## src/rtl/m_axis_rc_adapt_if.sv

```systemverilog
// Bundle of the core-facing RC stream and the legacy-format output stream.
// master: the PCIe core side plus the downstream consumer (drives RC beats, output ready).
// slave : the adapter (consumes RC beats, drives the legacy stream).
interface m_axis_rc_adapt_if #(
   parameter int DATA_WIDTH = 128,
   parameter int KEEP_WIDTH = DATA_WIDTH / 8
);
   logic [DATA_WIDTH-1:0] m_axis_rc_tdata;
   logic [3:0]            m_axis_rc_tkeep;
   logic                  m_axis_rc_tlast;
   logic [74:0]           m_axis_rc_tuser;
   logic                  m_axis_rc_tvalid;
   logic [21:0]           m_axis_rc_tready;

   logic [DATA_WIDTH-1:0] m_axis_rc_tdata_a;
   logic [KEEP_WIDTH-1:0] m_axis_rc_tkeep_a;
   logic                  m_axis_rc_tlast_a;
   logic [3:0]            m_axis_rc_tuser_a;
   logic                  m_axis_rc_tvalid_a;
   logic                  m_axis_rc_tready_a;

   modport master (
      output m_axis_rc_tdata, m_axis_rc_tkeep, m_axis_rc_tlast, m_axis_rc_tuser,
             m_axis_rc_tvalid,
      input  m_axis_rc_tready,
      input  m_axis_rc_tdata_a, m_axis_rc_tkeep_a, m_axis_rc_tlast_a, m_axis_rc_tuser_a,
             m_axis_rc_tvalid_a,
      output m_axis_rc_tready_a
   );

   modport slave (
      input  m_axis_rc_tdata, m_axis_rc_tkeep, m_axis_rc_tlast, m_axis_rc_tuser,
             m_axis_rc_tvalid,
      output m_axis_rc_tready,
      output m_axis_rc_tdata_a, m_axis_rc_tkeep_a, m_axis_rc_tlast_a, m_axis_rc_tuser_a,
             m_axis_rc_tvalid_a,
      input  m_axis_rc_tready_a
   );
endinterface

```

## src/rtl/m_axis_rc_adapt.sv

```systemverilog
// Requester-completion adapter: converts 128-bit RC descriptor-format completions
// into legacy 3-DW-header completion TLPs, with a payload length check and a
// 2-entry registered skid buffer on the output.
//
// state | meaning
// HDR   | next accepted beat is an RC descriptor beat
// PKT   | payload beats of the current completion follow
module m_axis_rc_adapt #(
   parameter int DATA_WIDTH = 128,
   parameter int KEEP_WIDTH = DATA_WIDTH / 8
) (
   input  logic              user_clk,
   input  logic              user_reset_n,
   m_axis_rc_adapt_if.slave  rc_if
);

   typedef enum logic {S_HDR = 1'b0, S_PKT = 1'b1} state_t;

   typedef struct packed {
      logic [DATA_WIDTH-1:0] data;
      logic [KEEP_WIDTH-1:0] keep;
      logic                  last;
      logic [3:0]            user;
   } beat_t;

   state_t      state_q, state_nxt;
   logic        is_hdr;
   logic        tready_q;
   logic        accept;
   logic [10:0] rem_q, rem_nxt;
   logic        ep_q;

   logic [DATA_WIDTH-1:0] d;
   logic [3:0]            k;

   logic [11:0] f_addr;
   logic [3:0]  f_err;
   logic [12:0] f_bc;
   logic        f_lock;
   logic [10:0] f_dwc;
   logic [2:0]  f_st;
   logic        f_ep;
   logic [15:0] f_rid;
   logic [7:0]  f_tag;
   logic [15:0] f_cid;
   logic [2:0]  f_tc;
   logic [2:0]  f_attr;

   logic        ep_now;
   logic [31:0] hdr_dw0, hdr_dw1, hdr_dw2;
   logic [2:0]  keep_pop;
   logic        len_bad;
   beat_t       in_beat;

   beat_t       ent0_q, ent1_q;
   logic [1:0]  cnt_q, cnt_nxt;
   logic        pop;

   logic        unused_tuser;

   assign d      = rc_if.m_axis_rc_tdata;
   assign k      = rc_if.m_axis_rc_tkeep;
   assign accept = rc_if.m_axis_rc_tvalid & tready_q;

   assign f_addr = d[11:0];
   assign f_err  = d[15:12];
   assign f_bc   = d[28:16];
   assign f_lock = d[29];
   assign f_dwc  = d[42:32];
   assign f_st   = d[45:43];
   assign f_ep   = d[46];
   assign f_rid  = d[63:48];
   assign f_tag  = d[71:64];
   assign f_cid  = d[87:72];
   assign f_tc   = d[91:89];
   assign f_attr = d[94:92];

   // Only discontinue is consumed from the core sideband.
   assign unused_tuser = ^{rc_if.m_axis_rc_tuser[74:43], rc_if.m_axis_rc_tuser[41:0]};

   // FSM state register
   always_ff @(posedge user_clk or negedge user_reset_n) begin
      if (!user_reset_n) state_q <= S_HDR;
      else               state_q <= state_nxt;
   end

   // FSM next-state: packet boundaries are taken from tlast only
   always_comb begin
      state_nxt = state_q;
      case (state_q)
         S_HDR:   if (accept && !rc_if.m_axis_rc_tlast) state_nxt = S_PKT;
         S_PKT:   if (accept &&  rc_if.m_axis_rc_tlast) state_nxt = S_HDR;
         default: state_nxt = S_HDR;
      endcase
   end

   // FSM output decode
   always_comb begin
      is_hdr = (state_q == S_HDR);
   end

   // Legacy header build, remaining-length arithmetic and output beat assembly
   always_comb begin
      ep_now   = f_ep | (f_err != 4'd0);
      hdr_dw0  = {((f_dwc != 11'd0) ? 3'b010 : 3'b000),
                  (f_lock ? 5'b01011 : 5'b01010),
                  1'b0, f_tc, 4'b0000, 1'b0, ep_now, f_attr[1:0], 2'b00, f_dwc[9:0]};
      hdr_dw1  = {f_cid, f_st, 1'b0, f_bc[11:0]};
      hdr_dw2  = {f_rid, f_tag, 1'b0, f_addr[6:0]};
      keep_pop = 3'(k[0]) + 3'(k[1]) + 3'(k[2]) + 3'(k[3]);
      if (is_hdr) rem_nxt = f_dwc - {10'd0, k[3]};
      else        rem_nxt = rem_q - {8'd0, keep_pop};
      len_bad  = rc_if.m_axis_rc_tlast & (rem_nxt != 11'd0);

      in_beat      = '0;
      in_beat.data = is_hdr ? {d[127:96], hdr_dw2, hdr_dw1, hdr_dw0} : d;
      for (int i = 0; i < 4; i++) in_beat.keep[4*i +: 4] = {4{k[i]}};
      in_beat.last = rc_if.m_axis_rc_tlast;
      in_beat.user = {is_hdr, len_bad, (is_hdr ? ep_now : ep_q), rc_if.m_axis_rc_tuser[42]};
   end

   // Per-packet context: remaining dword count and the EP flag seen at beat 0
   always_ff @(posedge user_clk or negedge user_reset_n) begin
      if (!user_reset_n) begin
         rem_q <= 11'd0;
         ep_q  <= 1'b0;
      end else if (accept) begin
         rem_q <= rem_nxt;
         if (is_hdr) ep_q <= ep_now;
      end
   end

   // Skid buffer occupancy after this cycle's push/pop
   always_comb begin
      pop     = (cnt_q != 2'd0) & rc_if.m_axis_rc_tready_a;
      cnt_nxt = cnt_q;
      if (accept && !pop)      cnt_nxt = cnt_q + 2'd1;
      else if (pop && !accept) cnt_nxt = cnt_q - 2'd1;
   end

   // Skid buffer storage; ent0 is the presented head, ready is registered off occupancy
   always_ff @(posedge user_clk or negedge user_reset_n) begin
      if (!user_reset_n) begin
         ent0_q   <= '0;
         ent1_q   <= '0;
         cnt_q    <= 2'd0;
         tready_q <= 1'b0;
      end else begin
         cnt_q    <= cnt_nxt;
         tready_q <= (cnt_nxt != 2'd2);
         case ({accept, pop})
            2'b10: begin
               if (cnt_q == 2'd0) ent0_q <= in_beat;
               else               ent1_q <= in_beat;
            end
            2'b01: ent0_q <= ent1_q;
            2'b11: begin
               if (cnt_q == 2'd1) ent0_q <= in_beat;
               else begin
                  ent0_q <= ent1_q;
                  ent1_q <= in_beat;
               end
            end
            default: ;
         endcase
      end
   end

   assign rc_if.m_axis_rc_tready   = {22{tready_q}};
   assign rc_if.m_axis_rc_tvalid_a = (cnt_q != 2'd0);
   assign rc_if.m_axis_rc_tdata_a  = ent0_q.data;
   assign rc_if.m_axis_rc_tkeep_a  = ent0_q.keep;
   assign rc_if.m_axis_rc_tlast_a  = ent0_q.last;
   assign rc_if.m_axis_rc_tuser_a  = ent0_q.user;

endmodule

```

## src/flat_wrapper.sv

```systemverilog
// flat-port wrapper written by rule: the top's interface ports become plain ports
module m_axis_rc_adapt_flat 
#(
   parameter int DATA_WIDTH = 128,
   parameter int KEEP_WIDTH = DATA_WIDTH / 8
)
  (user_clk, user_reset_n, rc_if_m_axis_rc_tdata, rc_if_m_axis_rc_tkeep, rc_if_m_axis_rc_tlast, rc_if_m_axis_rc_tuser, rc_if_m_axis_rc_tvalid, rc_if_m_axis_rc_tready, rc_if_m_axis_rc_tdata_a, rc_if_m_axis_rc_tkeep_a, rc_if_m_axis_rc_tlast_a, rc_if_m_axis_rc_tuser_a, rc_if_m_axis_rc_tvalid_a, rc_if_m_axis_rc_tready_a);
  m_axis_rc_adapt_if #(.DATA_WIDTH(DATA_WIDTH), .KEEP_WIDTH(KEEP_WIDTH)) rc_if_i ();
  input  logic user_clk;
  input  logic user_reset_n;
  input wire logic [$bits(rc_if_i.m_axis_rc_tdata)-1:0] rc_if_m_axis_rc_tdata;
  input wire logic [$bits(rc_if_i.m_axis_rc_tkeep)-1:0] rc_if_m_axis_rc_tkeep;
  input wire logic [$bits(rc_if_i.m_axis_rc_tlast)-1:0] rc_if_m_axis_rc_tlast;
  input wire logic [$bits(rc_if_i.m_axis_rc_tuser)-1:0] rc_if_m_axis_rc_tuser;
  input wire logic [$bits(rc_if_i.m_axis_rc_tvalid)-1:0] rc_if_m_axis_rc_tvalid;
  output wire logic [$bits(rc_if_i.m_axis_rc_tready)-1:0] rc_if_m_axis_rc_tready;
  output wire logic [$bits(rc_if_i.m_axis_rc_tdata_a)-1:0] rc_if_m_axis_rc_tdata_a;
  output wire logic [$bits(rc_if_i.m_axis_rc_tkeep_a)-1:0] rc_if_m_axis_rc_tkeep_a;
  output wire logic [$bits(rc_if_i.m_axis_rc_tlast_a)-1:0] rc_if_m_axis_rc_tlast_a;
  output wire logic [$bits(rc_if_i.m_axis_rc_tuser_a)-1:0] rc_if_m_axis_rc_tuser_a;
  output wire logic [$bits(rc_if_i.m_axis_rc_tvalid_a)-1:0] rc_if_m_axis_rc_tvalid_a;
  input wire logic [$bits(rc_if_i.m_axis_rc_tready_a)-1:0] rc_if_m_axis_rc_tready_a;
  assign rc_if_i.m_axis_rc_tdata = rc_if_m_axis_rc_tdata;
  assign rc_if_i.m_axis_rc_tkeep = rc_if_m_axis_rc_tkeep;
  assign rc_if_i.m_axis_rc_tlast = rc_if_m_axis_rc_tlast;
  assign rc_if_i.m_axis_rc_tuser = rc_if_m_axis_rc_tuser;
  assign rc_if_i.m_axis_rc_tvalid = rc_if_m_axis_rc_tvalid;
  assign rc_if_m_axis_rc_tready = rc_if_i.m_axis_rc_tready;
  assign rc_if_m_axis_rc_tdata_a = rc_if_i.m_axis_rc_tdata_a;
  assign rc_if_m_axis_rc_tkeep_a = rc_if_i.m_axis_rc_tkeep_a;
  assign rc_if_m_axis_rc_tlast_a = rc_if_i.m_axis_rc_tlast_a;
  assign rc_if_m_axis_rc_tuser_a = rc_if_i.m_axis_rc_tuser_a;
  assign rc_if_m_axis_rc_tvalid_a = rc_if_i.m_axis_rc_tvalid_a;
  assign rc_if_i.m_axis_rc_tready_a = rc_if_m_axis_rc_tready_a;
  m_axis_rc_adapt #(.DATA_WIDTH(DATA_WIDTH), .KEEP_WIDTH(KEEP_WIDTH)) u_core (.user_clk(user_clk), .user_reset_n(user_reset_n), .rc_if(rc_if_i));
endmodule
```

## config.mk

```make
export PLATFORM = sky130hd
export DESIGN_NAME = m_axis_rc_adapt_flat
export DESIGN_NICKNAME = d
export VERILOG_FILES = /design/src/rtl/m_axis_rc_adapt_if.sv /design/src/rtl/m_axis_rc_adapt.sv /design/src/flat_wrapper.sv
export SDC_FILE = /design/constraint.sdc
export NUM_CORES = 1
export LEC_CHECK = 0
export ABC_CLOCK_PERIOD_IN_PS = 3300
export BUFFER_PORTS_ARGS = -buffer_cell sky130_fd_sc_hd__buf_2
export CAP_MARGIN = 20
export CORE_MARGIN = 4
export CORE_UTILIZATION = 57
export CTS_CLUSTER_DIAMETER = 100
export DETAILED_ROUTE_END_ITERATION = 10
export GPL_ROUTABILITY_DRIVEN = 0
export PLACE_DENSITY_LB_ADDON = 0.2
export SYNTH_ARGS = -nofsm -noshare
export SYNTH_HDL_FRONTEND = slang
export SYNTH_SLANG_ARGS = --single-unit
```

## constraint.sdc

```tcl
create_clock -name user_clk -period 3.3 [get_ports user_clk]
set_input_delay 0.33 -clock user_clk [delete_from_list [all_inputs] [get_ports user_clk]]
set_output_delay 0.33 -clock user_clk [all_outputs]
set_load 0.02 [all_outputs]
```

==> summary.md <==
| Metric | Value |
|---|---|
| Mapped cell area | `13700 µm²` |
| Vias per cell | `~5.5` |
| Largest stage delay, worst path | `approximately 0.53 ns` |
| Worst min-delay path startpoint | `rc_if_m_axis_rc_tdata[98]` |
| Critical path peak fanout | `4` |
| Num Clock Sinks | `290` |
| RSZ-0062 raised after global routing | `false` |
| Area growth, synth to finish | `21.1%` |
| Required @ worst endpoint | `around 3.7 ns` |
| Clk slew on worst S/H paths | `0.06 ns` |
| Routed length per instance | `17.6 µm` |
| CTS buffer count | `30` |
| CORE AREA | `between 20000 and 25000 µm²` |
| Post-synth top flop | `dfrtp_1` |
| Root Driver | `clkbuf_16` |
| Worst path cell trace | `buf_2, ha_1, inv_1, fa_1, inv_1, ha_1, inv_1, ha_1, or4_4, nor4_1, xnor2_1, o211ai_1, a211oi_1, a21oi_1` |
| Status | `completed` |
| Die area | `~27000 µm²` |
| Die Y | `about 160 µm` |
| Gate power share | `about 44%` |
| Seq pwr share | `between 30% and 40%` |
| Max Slew Vio Count | `0` |
| Yosys Warn Count | `0` |
| Slowest cell on the critical path | `or4_4` |
| Setup Viol. Count Final | `0` |
| Final Power | `~17 mW` |
| Yosys reg bits | `between 200 and 300` |
| WS Path Type | `primary input to register` |
| Clk_skew | `0.00822 ns` |
| Total gr overflow | `0` |
| First-pass GRT wire length | `60600 µm` |
| Post-synthesis xor/xnor area fraction | `0.768%` |
| Post-Synth Simple-Gate Area | `18.0%` |
| Reg-to-reg endpoint | `u_core.rc_if.m_axis_rc_tdata_a[108]$_DFFE_PN0P_` |
| Clock Power Share | `about a fifth` |
| Maximum vdd ir drop | `around 0.52 mV` |
| Pwr Density | `slightly above 1000 nW/µm²` |
| Largest family of logic cells by synthesized area | `simple AND/OR/NAND/NOR gates` |
| Internal power | `slightly below 10 mW` |
| PortBufs | `about 310` |
| R2R cell count | `7` |
| Leak | `7.95 nW` |
| Post-synthesis mux area share | `6.38%` |
| Initial antenna violation count | `8` |
| Detailed Route WL | `roughly 38000 µm` |
| Total GRT Usage | `about 28%` |
| H-tree levels | `1` |
| DR iter-0 viols | `1000` |
| Post-synth EDFFs | `0` |
| Hold path endpoint | `u_core.ent1_q[119]$_DFFE_PN0P_` |
| Crit start category | `primary input` |
| Layout cells sized above 1 | `between 20% and 30%` |
| Post-Syn Nets | `around 1800` |
| Hold Crit Depth | `3` |
| Flop2flop setup slack | `0.88 ns` |
| DR vias | `11900` |
| MaxCap Viol Count | `0` |
| Number of nets in the final layout | `between 2000 and 2500` |
| Detailed-router iteration count before antenna repair | `4` |
| Relative slew margins | `a little over half` |
| Fin area | `about 17000 µm²` |
| Fraction of registers with async set/reset | `100%` |
| Vias in the first global route | `~12000` |
| I/O pin cnt | `384` |
| TritonCTS clock tree | `built` |
| Mean post-synth cell area | `slightly below 9 µm²` |
| Post-detail-place hpwl | `around 26000 µm` |
| Adder-cell share of the synthesized area | `under 10%` |
| Synth Area in Compound Gates | `~15%` |
| Final WS setup | `~0.53 ns` |
| Final Critical Period | `about 2.8 ns` |
| Final TNS setup | `0 ns` |
| Fillers | `about 1800` |
| Clock tree buffer depth | `3` |
| Antenna-violating nets left | `0` |
| Slew @ Worst Pin | `just under 0.7 ns` |
| Initial core utilization | `between 50 and 60%` |
| Sw frac | `between 40% and 50%` |
| Top cells by area, synth | `dfrtp_1 53%, nand2_1 11%, o21ai_0 7.7%, mux2i_1 6.2%, a21oi_1 4.1%` |
| FMAX | `362 MHz` |
| Ratio of final minimum period to clock period | `a little over four fifths` |
| Clock latency on the worst-skew pair | `0.54 ns` |
| Post-synthesis sequential area ratio | `53.0%` |
| Yosys cell types | `50` |
| Critical path buffers and inverters | `4` |
| Top-area cell type share of the netlist area | `around 53%` |
| Sw Pwr | `~7.4 mW` |
| Cells after synthesis | `between 1500 and 2000` |
| Critical path capture point type | `register` |
| Beginning of the worst register-to-register path | `u_core.cnt_q[0]$_DFF_PN0_` |
| CP arrival | `3.19 ns` |
| Min-delay worst type | `primary input to register` |
| Pre-CTS WS | `around 0.018 ns` |
| Row count | `56` |
| CP top delay family | `adder cells` |
| Hold Fails Final Rpt | `0` |
| DRC Markers | `0` |
| Yosys top cell by area | `dfrtp_1` |
| Post-DP Area | `between 15000 and 20000 µm²` |
| Width of the die | `roughly 160 µm` |
| Setup Fix Bufs, Post-CTS | `0` |
| Largest net degree at the start of global routing | `81` |
==> area by class of cell <==
type                       count  area (µm²)  share of cell area, %
clock inverter                 6        80.1                  0.483
inverter                      16        60.1                  0.363
multi-input combinational   1114        5700                   34.4
sequential                   290        7260                   43.8
antenna                        4        10.0                 0.0604
timing repair buffer         369        2220                   13.4
clock buffer                  43         841                   5.08
tap                          319         399                   2.41
==> through the flow <==
stage               instances  hold WS [ns]  utilization [%]
detailed placement       2078         0.361             65.1
finish                   2161        0.0184             70.4
global route             2160       0.00676             70.4
floorplan                1568        0.0344                -
CTS                      2157       0.00773             70.3
global placement         2078         0.354             65.1
==> worst max-delay path by stage <==
stage / start / end / slack, ns / cells after the start
after floorplan: rc_if_m_axis_rc_tkeep[0] / u_core.ent1_q[2]$_DFFE_PN0P_ / 0.35 / 13
after global placement: rc_if_m_axis_rc_tkeep[1] / u_core.ent1_q[2]$_DFFE_PN0P_ / 0.08 / 14
after detailed placement: rc_if_m_axis_rc_tkeep[0] / u_core.ent1_q[2]$_DFFE_PN0P_ / 0.02 / 14
after CTS: rc_if_m_axis_rc_tkeep[0] / u_core.ent1_q[2]$_DFFE_PN0P_ / 0.58 / 14
after global routing: rc_if_m_axis_rc_tkeep[0] / u_core.ent1_q[2]$_DFFE_PN0P_ / 0.41 / 14
final: rc_if_m_axis_rc_tkeep[0] / u_core.ent1_q[2]$_DFFE_PN0P_ / 0.53 / 14
==> power by group through the flow <==
stage | clock network (mW) | registers [mW] | logic [mW]
after detailed placement | 0 | 6.38 | 7.53
final | 3.25 | 6.35 | 7.57
after floorplan | 0 | 7.17 | 4.32
after global placement | 0 | 6.30 | 7.34
after global routing | 3.47 | 6.56 | 8.42
after CTS | 3.29 | 6.33 | 7.60
==> routing by layer <==
layer  global-route usage, %  share of wire, %  vias up
met4                    11.0               4.0       10
met5                       0              0.17        -
li1                        -                 -     5722
met1                    37.9                41     5730
met2                    46.1                48      387
met3                    5.54               6.2       96
==> kinds of logic (layout without fill, tap and decap cells) <==
kind of cell               Yosys count  count (layout)
and+or+nand+nor                    616             616
xor gates and xnor gates            12              12
other                                0               4
muxes                               87              87
adders and majority gates           11              11
AOI/OAI and AO/OA                  388             388
DFF                                290             290
buffers and inverters              164             434
==> cell usage in the layout (no fill, tap or decap), types with 5 or more instances in the layout <==
| cell | count |
|---|---|
| a31oi_1 | 39 |
| ha_1 | 9 |
| o22ai_1 | 5 |
| buf_4 | 19 |
| nor2b_1 | 5 |
| buf_2 | 308 |
| xor2_1 | 7 |
| clkbuf_1 | 10 |
| dlygate4sd3_1 | 30 |
| nor2_1 | 148 |
| nand2b_1 | 5 |
| clkbuf_16 | 31 |
| a21oi_1 | 111 |
| inv_1 | 16 |
| mux2i_1 | 85 |
| xnor2_1 | 5 |
| dfrtp_1 | 289 |
| nand2_1 | 417 |
| nor3_1 | 11 |
| buf_12 | 11 |
| o21ai_0 | 211 |
==> flip-flops by register name, summed over array words and instances, names as in the netlist, named ones only <==
register / flops
u_core.rc_if.m_axis_rc_tuser_a: 4
u_core.ent1_q: 137
u_core.rc_if.m_axis_rc_tdata_a: 128
u_core.ep_q: 1
u_core.tready_q: 1
u_core.rc_if.m_axis_rc_tlast_a: 1
u_core.cnt_q: 2
u_core.rem_q: 11
u_core.rc_if.m_axis_rc_tkeep_a: 4
==> what timing repair did <==
item,CTS,global route
endpoints found under the setup margin,0,0
gates resized for setup,0,0
hold buffers,30,0
endpoints found under the hold margin,105,0
==> tightest hold or removal path, stage by stage <==
cell     delay [ns]
buf_2          0.10
nand2_1        0.05
nand2_1        0.05
==> synth_stat cells, types with 9 or more instances <==
cell type  count
a21oi_1      113
a31oi_1       39
buf_1         10
buf_4         35
clkbuf_1      93
dfrtp_1      290
ha_1           9
inv_1         16
mux2i_1       85
nand2_1      417
nor2_1       148
nor3_1        11
o21ai_0      211
Note: power is estimated with default switching activity, not from simulation.
